### config.mk
export PLATFORM = sky130hd
export DESIGN_NAME = sha256_stream_driver
export DESIGN_NICKNAME = d
export VERILOG_FILES = /design/src/rtl/sha256_stream_driver.sv
export SDC_FILE = /design/constraint.sdc
export NUM_CORES = 1
export LEC_CHECK = 0
export CAP_MARGIN = 20
export CORE_AREA = 2 2 223 225
export DETAILED_ROUTE_END_ITERATION = 7
export DIE_AREA = 0 0 225 227
export PLACE_DENSITY = 0.6
export SLEW_MARGIN = 20
export SYNTH_ARGS = -nofsm -noshare
export SYNTH_HDL_FRONTEND = slang
export SYNTH_SLANG_ARGS = --single-unit
### constraint.sdc
create_clock -name clk -period 2.63 [get_ports clk]
set_input_delay 0.263 -clock clk [delete_from_list [all_inputs] [get_ports clk]]
set_output_delay 0.263 -clock clk [all_outputs]
set_load 0.02 [all_outputs]
### src/rtl/sha256_stream_driver.sv
// sha256_stream_driver: packs a byte stream into 32-bit words for a streaming SHA-256 hasher,
// sequences start/update/finalize, and returns the captured digest with an error flag.
// Optional macro SHA256_DRIVER_COMPARE_EN adds an expected-digest input and a match output.
module sha256_stream_driver #(
    parameter int MAX_MSG_BYTES  = 128,
    parameter int FINALIZE_GAP   = 2,
    parameter int TIMEOUT_CYCLES = 1023
) (
    input  logic         clk,
    input  logic         rst_n,
    input  logic         s_valid,
    output logic         s_ready,
    input  logic [7:0]   s_data,
    input  logic         s_last,
    output logic         hash_start,
    output logic         hash_update,
    output logic [31:0]  hash_data,
    output logic [2:0]   hash_bytes_valid,
    output logic         hash_finalize,
    input  logic         hash_valid_in,
    input  logic [255:0] hash_in,
`ifdef SHA256_DRIVER_COMPARE_EN
    input  logic [255:0] expected,
    output logic         match,
`endif
    output logic         digest_valid,
    output logic [255:0] digest,
    output logic         msg_error,
    output logic         busy
);
    localparam int TW = $clog2(TIMEOUT_CYCLES + 1);
    localparam int GW = $clog2(FINALIZE_GAP + 2);

    typedef enum logic [2:0] {IDLE, START, PACK, GAP, FINALIZE, WAIT_HASH, DONE} state_t;

    state_t        state;
    logic [31:0]   pack;
    logic [1:0]    wi;
    logic [7:0]    byte_cnt;
    logic [TW-1:0] to_cnt;
    logic [GW-1:0] gap_cnt;
    logic          err_sticky;
`ifdef SHA256_DRIVER_COMPARE_EN
    logic [255:0]  exp_q;
`endif

    wire         take      = s_valid && s_ready;
    wire         keep      = 32'(byte_cnt) < MAX_MSG_BYTES;
    wire  [31:0] word_next = pack | ({s_data, 24'd0} >> {wi, 3'b000});

    // Control FSM: every hasher-facing and host-facing output is a register
    always_ff @(posedge clk) begin
        if (!rst_n) begin
            state            <= IDLE;
            s_ready          <= 1'b0;
            hash_start       <= 1'b0;
            hash_update      <= 1'b0;
            hash_data        <= '0;
            hash_bytes_valid <= '0;
            hash_finalize    <= 1'b0;
            digest_valid     <= 1'b0;
            digest           <= '0;
            msg_error        <= 1'b0;
            busy             <= 1'b0;
            pack             <= '0;
            wi               <= '0;
            byte_cnt         <= '0;
            to_cnt           <= '0;
            gap_cnt          <= '0;
            err_sticky       <= 1'b0;
`ifdef SHA256_DRIVER_COMPARE_EN
            match            <= 1'b0;
            exp_q            <= '0;
`endif
        end else begin
            hash_start    <= 1'b0;
            hash_update   <= 1'b0;
            hash_finalize <= 1'b0;
            digest_valid  <= 1'b0;
            case (state)
                IDLE: if (s_valid) begin
                    state      <= START;
                    hash_start <= 1'b1;
                    busy       <= 1'b1;
                end
                START: begin
                    state    <= PACK;
                    s_ready  <= 1'b1;
                    pack     <= '0;
                    wi       <= '0;
                    byte_cnt <= '0;
                end
                PACK: if (take) begin
                    if (byte_cnt != 8'hff) byte_cnt <= byte_cnt + 8'd1;
                    if (keep) begin
                        if (wi == 2'd3 || s_last) begin
                            hash_update      <= 1'b1;
                            hash_data        <= word_next;
                            hash_bytes_valid <= {1'b0, wi} + 3'd1;
                            pack             <= '0;
                            wi               <= '0;
                        end else begin
                            pack <= word_next;
                            wi   <= wi + 2'd1;
                        end
                    end else begin
                        // overflow bytes are dropped; a partial word left behind still gets flushed
                        err_sticky <= 1'b1;
                        if (s_last && wi != 2'd0) begin
                            hash_update      <= 1'b1;
                            hash_data        <= pack;
                            hash_bytes_valid <= {1'b0, wi};
                            pack             <= '0;
                            wi               <= '0;
                        end
                    end
                    if (s_last) begin
                        state   <= GAP;
                        s_ready <= 1'b0;
                        gap_cnt <= '0;
`ifdef SHA256_DRIVER_COMPARE_EN
                        exp_q   <= expected;
`endif
                    end
                end
                GAP: if (gap_cnt == GW'(FINALIZE_GAP)) begin
                    state         <= FINALIZE;
                    hash_finalize <= 1'b1;
                end else begin
                    gap_cnt <= gap_cnt + 1'b1;
                end
                FINALIZE: begin
                    state  <= WAIT_HASH;
                    to_cnt <= '0;
                end
                WAIT_HASH: if (hash_valid_in) begin
                    state        <= DONE;
                    digest       <= hash_in;
                    digest_valid <= 1'b1;
                    msg_error    <= err_sticky;
`ifdef SHA256_DRIVER_COMPARE_EN
                    match        <= (hash_in == exp_q) && !err_sticky;
`endif
                end else if (to_cnt == TW'(TIMEOUT_CYCLES - 1)) begin
                    state        <= DONE;
                    digest       <= '0;
                    digest_valid <= 1'b1;
                    msg_error    <= 1'b1;
`ifdef SHA256_DRIVER_COMPARE_EN
                    match        <= 1'b0;
`endif
                end else begin
                    to_cnt <= to_cnt + 1'b1;
                end
                DONE: begin
                    state      <= IDLE;
                    msg_error  <= 1'b0;
                    err_sticky <= 1'b0;
                    busy       <= 1'b0;
`ifdef SHA256_DRIVER_COMPARE_EN
                    match      <= 1'b0;
`endif
                end
                default: state <= IDLE;
            endcase
        end
    end
endmodule

==> flow_metrics.env, run 1 <==
export IMPL_status="complete, no violations"
export IMPL_setup_viol=0
export IMPL_io_pins=567
export IMPL_synth_edf_count=0
export IMPL_met1_usage_pct=22.0
export IMPL_fp_dieW_um=225
export IMPL_track_usage_pct=17.6
export IMPL_antenna_found_initial=7
export IMPL_fin_nets=1914
export IMPL_worstSkewPairLatency_ns=0.56
export IMPL_drv_slew=0
export IMPL_chipHeight_um=227
export IMPL_overflow=0
export IMPL_arrival_ns=2.72
export IMPL_yosysUniqueCellTypes=54
export IMPL_port_buffer_count=566
export IMPL_via_per_inst=4.81
export IMPL_place_congestion=0.816
export IMPL_worst_pin_slew_ns=0.694
export IMPL_yosys_area_top_type="dfxtp_1"
export IMPL_ys_ff_latch=356
export IMPL_met3_usage_pct=6.61
export IMPL_rows=81
export IMPL_maxCapViolCount=0
export IMPL_final_antenna_net_count=0
export IMPL_start_kind="flip-flop"
export IMPL_netlist_instances=1088
export IMPL_drt_iter0_drc=616
export IMPL_final_setup_tns_ns=0
export IMPL_vias=11017
export IMPL_holdWs_ns=0.295
export IMPL_cp_required_ns=3.12
export IMPL_die_area_mm2=0.0511
export IMPL_post_route_util_pct=41.1
export IMPL_top_usage_layer="met2"
export IMPL_ys_flop_type="dfxtp_1"
export IMPL_root_buffer="clkbuf_16"
export IMPL_ir_worst_vdd_mv=0.377
export IMPL_syn_to_final_growth_pct=63.5
export IMPL_grt_pass1_wl_um=68500
export IMPL_numClockSinks=356
export IMPL_pwr_density_cell_mw_per_mm2=589
export IMPL_grtUsageMet2_pct=28.2
export IMPL_synth_fp_nets=1363
export IMPL_place_ws_ns=0.386
export IMPL_finalCritPeriodShare_pct=85.0
export IMPL_cts_buffer_depth=3
export IMPL_multi_input_area_mm2=0.00446
export IMPL_p_total_uw=11800
export IMPL_syn_area_per_cell_um2=11.2
export IMPL_avgRoutedWirePerCell_um=20.9
export IMPL_hpwlAfterDp_um=35300
export IMPL_synth_top_cell_area_share_pct=58.4
export IMPL_synthesis_area_mm2=0.0122
export IMPL_drtPass1Iterations=5
export IMPL_hold_path_startpoint="hash_in[185]"
export IMPL_finClkSkew_ns=0.0307
export IMPL_clk_pin_slew_ns=0.06
export IMPL_max_freq_mhz=448
export IMPL_core_mm2=0.0485
export IMPL_path_max_fanout=32
export IMPL_power_leakage_uw=0.00709
export IMPL_rsz0062_at_grt="false"
export IMPL_fillers=4670
export IMPL_critPathCaptureType="flip-flop"
export IMPL_remaining_drc_errors=0
export IMPL_grt_start_max_net_pins=81
export IMPL_setup_slack_ns=0.396
export IMPL_synth_area_leaders="dfxtp_1 (58%), a22o_1 (18%), a211oi_1 (4.2%)"
export IMPL_cts_tree="yes"
export IMPL_worst_hold_path_type="input port to flip-flop"
export IMPL_crit_type="flip-flop to flip-flop"
export IMPL_ctsHoldBuffers=0
export IMPL_startpoint="to_cnt[0]"
export IMPL_drive_gt1_share_pct=7.62
export IMPL_timing_rr_start="to_cnt[0]"
export IMPL_seq_area_frac_synth_pct=58.4
export IMPL_cts_resized=0
export IMPL_cts_htree_levels=2
export IMPL_ys_warn_count=0
export IMPL_postSynth_asyncResetShare_pct=0
export IMPL_initial_core_util_pct=25.2
export IMPL_numCtsBuffers=41
export IMPL_period_minus_slack_ns=2.23
export IMPL_regArea_mm2=0.00713
export IMPL_max_slew_margin_pct=53.6
export IMPL_post_cts_buffers=0
export IMPL_grt_pass1_vias=10868
export IMPL_finalHoldViolations=0
export IMPL_drt_total_wl_um=47900
[critical path, stage by stage (launching register included)]
cell and delay, ns:
dfxtp_1 0.40, inv_1 0.07, ha_1 0.20, and4_1 0.21, a31o_2 0.31, a21oi_4 0.20
buf_12 0.25, buf_4 0.33, a22o_1 0.18
[report_power, final]
group / leakage [uW] / total (uW) / switching (uW) / internal (uW)
clock: 0.000637 / 5610 / 2310 / 3300
sequential: 0.00287 / 5430 / 14.5 / 5410
combinational: 0.00358 / 738 / 299 / 440
total: 0.00709 / 11800 / 2620 / 9150
[metal layers]
layer | part of all wire [%] | vias up
met5 | 0.15 | -
met3 | 9.7 | 88
met4 | 2.5 | 12
li1 | - | 5236
met2 | 46 | 458
met1 | 42 | 5223
[placed cells by master (no fill, tap or decap), types with 10 or more instances in the layout]
| master | count |
|---|---|
| clkdlybuf4s50_1 | 566 |
| dfxtp_1 | 356 |
| a22o_1 | 256 |
| a211oi_1 | 69 |
| clkbuf_16 | 42 |
| inv_1 | 41 |
| nor2_1 | 40 |
| nor3_1 | 39 |
| buf_4 | 32 |
| o211ai_1 | 24 |
| nand2_1 | 20 |
| a21oi_1 | 13 |
| nand3_1 | 11 |
| buf_12 | 11 |
| o2111ai_1 | 10 |
| nor2_2 | 10 |
[Yosys cell counts (3+ instances only)]
master     number
dfxtp_1       356
a22o_1        256
a211oi_1       69
buf_2          57
inv_1          42
nor2_1         40
nor3_1         39
o211ai_1       24
clkbuf_1       22
nand2_1        20
buf_1          17
a21oi_1        14
nand3_1        11
nor2_2         10
o2111ai_1      10
nand4_1         7
o21a_1          7
ha_1            6
and4_1          5
buf_6           5
mux2i_1         5
nand2b_1        5
nand4b_1        5
o21ai_0         4
or4_1           4
a21boi_0        3
a31oi_1         3
and3_1          3
nor4_1          3
o31ai_1         3
or3_1           3
[flip-flops by register name, indices dropped and copies added, names as in the netlist, 2 cells and up]
signal	count
state	3
gap_cnt	2
hash_bytes_valid	3
digest	256
to_cnt	10
pack	32
hash_data	32
byte_cnt	8
wi	2
[worst paths after layout]
kind	to	cells after the start	slack [ns]
max	digest[23]	8	0.40
min	digest[185]	2	0.30
max reg2reg	digest[23]	8	0.40
min reg2reg	busy	1	0.45
[cells by family (layout without fill, tap and decap cells)]
| family | after synthesis | in the layout | share of synthesized area, % |
|---|---|---|---|
| and+or+nand+nor | 165 | 165 | 7.13 |
| adders and majority gates | 6 | 6 | 0.615 |
| AOI/OAI and AO/OA | 412 | 412 | 28.1 |
| xor gates and xnor gates | 1 | 1 | 0.0717 |
| muxes | 5 | 5 | 0.410 |
| other | 0 | 2 | 0 |
| DFF | 356 | 356 | 58.4 |
| buffers and inverters | 143 | 722 | 5.29 |
[per-stage QoR]
step,cells,instance area (um^2)
detailed placement,2218,18600
CTS,2289,20000
global placement,2218,18600
global route,2289,20000
finish,2291,20000
floorplan,1088,12200
[area by class of cell]
type                       instances  area share, %
sequential                       356           35.7
timing repair buffer             609           30.7
multi-input combinational        589           22.3
clock buffer                      55           5.81
tap                              622           3.90
clock inverter                    16          0.789
inverter                          42          0.789
antenna                            2         0.0251
No activity file was read; power rests on OpenSTA's default activity.
==> run 2: changes to the inputs <==
Settings changed: PLACE_DENSITY 0.6 to 0.62.
Clock period 2.63 ns to 1.8 ns, I/O delays scaled along.
==> run 2 against run 1 <==
Compared with the run above: the flow now finishes with violations (setup timing); total power increased by 51%; sequential power increased by 46%; clock power increased by 51%; non-clock buffer count increased by 85; sequential share of layout area decreased by 3.0 points; worst hold slack got worse by 0.096 ns; sequential cell count unchanged; global-route usage decreased by 0.057 points; die area unchanged; fmax increased by 16%; largest power group unchanged.
==> flow_metrics.env, run 2 (synthesis results as in run 1) <==
export IMPL_p_comb_share_pct=7.9
export IMPL_grt_pass1_wl_um=68900
export IMPL_crit_type="flip-flop to flip-flop"
export IMPL_clk_pin_slew_ns=0.06
export IMPL_cts_buffer_depth=3
export IMPL_layout_commonest_cell="clkdlybuf4s50_1"
export IMPL_die_area_mm2=0.0511
export IMPL_rsz0062_at_grt="true"
export IMPL_regArea_mm2=0.00714
export IMPL_postPlaceCellArea_mm2=0.0193
export IMPL_path_max_fanout=8
export IMPL_crit_family="simple AND/OR/NAND/NOR gates"
export IMPL_worstSkewPairLatency_ns=0.58
export IMPL_cp_required_ns=2.30
export IMPL_worst_pin_slew_ns=0.639
export IMPL_initial_core_util_pct=25.2
export IMPL_critPathCaptureType="flip-flop"
export IMPL_drt_iter0_drc=674
export IMPL_drive_gt1_share_pct=16.5
export IMPL_rows=81
export IMPL_switching_share_pct=22.8
export IMPL_syn_to_final_growth_pct=78.7
export IMPL_maxCapViolCount=0
export IMPL_fillers=4479
export IMPL_vias=11541
export IMPL_avgRoutedWirePerCell_um=21.7
export IMPL_overflow=0
export IMPL_antenna_found_initial=6
export IMPL_status="finished, violations left"
export IMPL_track_usage_pct=17.6
export IMPL_fp_dieW_um=225
export IMPL_worst_hold_path_type="input port to flip-flop"
export IMPL_remaining_drc_errors=0
export IMPL_numClockSinks=356
export IMPL_p_switching_uw=4060
export IMPL_hpwlAfterDp_um=35700
export IMPL_cts_tree="yes"
export IMPL_grt_pass1_vias=11198
export IMPL_path_cells="or3b_4 -> buf_6 -> a2111oi_4 -> buf_6 -> buf_12 -> buf_12 -> nor2_2 -> nor3_1"
export IMPL_internal_power_uw=13700
export IMPL_fin_nets=1999
export IMPL_finalInstanceArea_mm2=0.0218
export IMPL_p_seq_share_pct=44.6
export IMPL_power_leakage_uw=0.00834
export IMPL_multi_input_area_mm2=0.00483
export IMPL_chipHeight_um=227
export IMPL_max_freq_mhz=518
export IMPL_slowest_delay_ns=0.42
export IMPL_finClkSkew_ns=0.0391
export IMPL_place_ws_ns=-0.289
export IMPL_root_buffer="clkbuf_16"
export IMPL_mostFrequentLayoutCells="clkdlybuf4s50_1 (544), dfxtp_1 (351), a22o_1 (256)"
export IMPL_cts_htree_levels=2
export IMPL_period_minus_slack_ns=1.93
export IMPL_setup_viol=148
export IMPL_violations="setup timing"
export IMPL_pwr_density_cell_mw_per_mm2=815
export IMPL_drtPass1Iterations=5
export IMPL_port_buffer_count=566
export IMPL_numCtsBuffers=41
export IMPL_place_congestion=0.819
export IMPL_via_per_inst=4.85
export IMPL_setup_slack_ns=-0.129
export IMPL_final_antenna_net_count=0
export IMPL_max_slew_margin_pct=57.2
export IMPL_start_kind="flip-flop"
export IMPL_path_buf_inv=4
export IMPL_finalHoldViolations=0
export IMPL_ctsHoldBuffers=0
export IMPL_cp_slowest_cell="or3b_4"
export IMPL_finalCritPeriodShare_pct=107
export IMPL_core_mm2=0.0485
export IMPL_io_pins=567
export IMPL_grt_start_max_net_pins=67
export IMPL_clock_power_share_pct=47.5
export IMPL_ir_worst_vdd_mv=0.680
export IMPL_largest_reg_flops=256
export IMPL_drt_total_wl_um=51600
export IMPL_drv_slew=0
export IMPL_largestRegisters="digest: 256 flops, hash_data: 32 flops, pack: 32 flops"
export IMPL_regMostFlops="digest"
export IMPL_arrival_ns=2.42
-- run 2: timing repair --
item                                    CTS  global route
gates cloned                              3            27
setup buffers                             5             5
gates resized for setup                  31            76
pin swaps                                 9            48
endpoints found under the setup margin  355           373
-- run 2: final timing paths --
check             slack (ns)  depth (start not counted)            end    startpoint
setup / recovery       -0.13                          8  hash_data[27]      state[2]
hold / removal          0.20                          2    digest[200]  hash_in[200]
setup reg to reg       -0.13                          8  hash_data[27]      state[2]
hold reg to reg         0.47                          2       pack[28]      pack[28]
-- run 2: worst register-to-register path: stages (launching register included) --
cell and delay, ns:
dfxtp_2 0.32, or3b_4 0.42, buf_6 0.15, a2111oi_4 0.35, buf_6 0.17, buf_12 0.12
buf_12 0.15, nor2_2 0.05, nor3_1 0.14
-- run 2: metal layers --
metal	track usage, %	part of all wire, %	vias to the layer above
met3	5.43	7.4	75
met4	5.47	2.2	8
met5	0	0.10	-
li1	-	-	5444
met1	22.3	42	5564
met2	28.6	48	450
-- run 2: metrics by stage --
| stage | util, % | total power (uW) | hold WS, ns | std cells | setup TNS [ns] |
|---|---|---|---|---|---|
| after floorplan | - | 8430 | 0.311 | 1088 | -6.65 |
| after global placement | 39.7 | 9260 | 0.444 | 2263 | -29.66 |
| after detailed placement | 39.7 | 9270 | 0.447 | 2263 | -34.28 |
| after CTS | 43.1 | 17800 | 0.164 | 2345 | -13.02 |
| after global routing | 44.9 | 18400 | 0.174 | 2378 | -19.08 |
| final | 45.0 | 17800 | 0.199 | 2379 | -6.46 |
-- run 2: cell type report --
type / instances / area share (%)
well taps: 622 / 3.57
repair buffers: 694 / 34.5
clock buffers: 59 / 5.47
clock inverters: 15 / 0.894
flip-flops and latches: 356 / 32.7
multi-input cells: 589 / 22.1
diodes: 2 / 0.0229
inverters: 42 / 0.734
-- run 2: power groups by stage --
stage	Sequential (uW)	Combinational (uW)	Clock, uW
6_report	7930	1400	8450
3_3_place_gp	8100	1160	0
3_5_place_dp	8100	1170	0
2_1_floorplan	8110	323	0
4_1_cts	7930	1210	8660
5_1_grt	7930	1470	8990
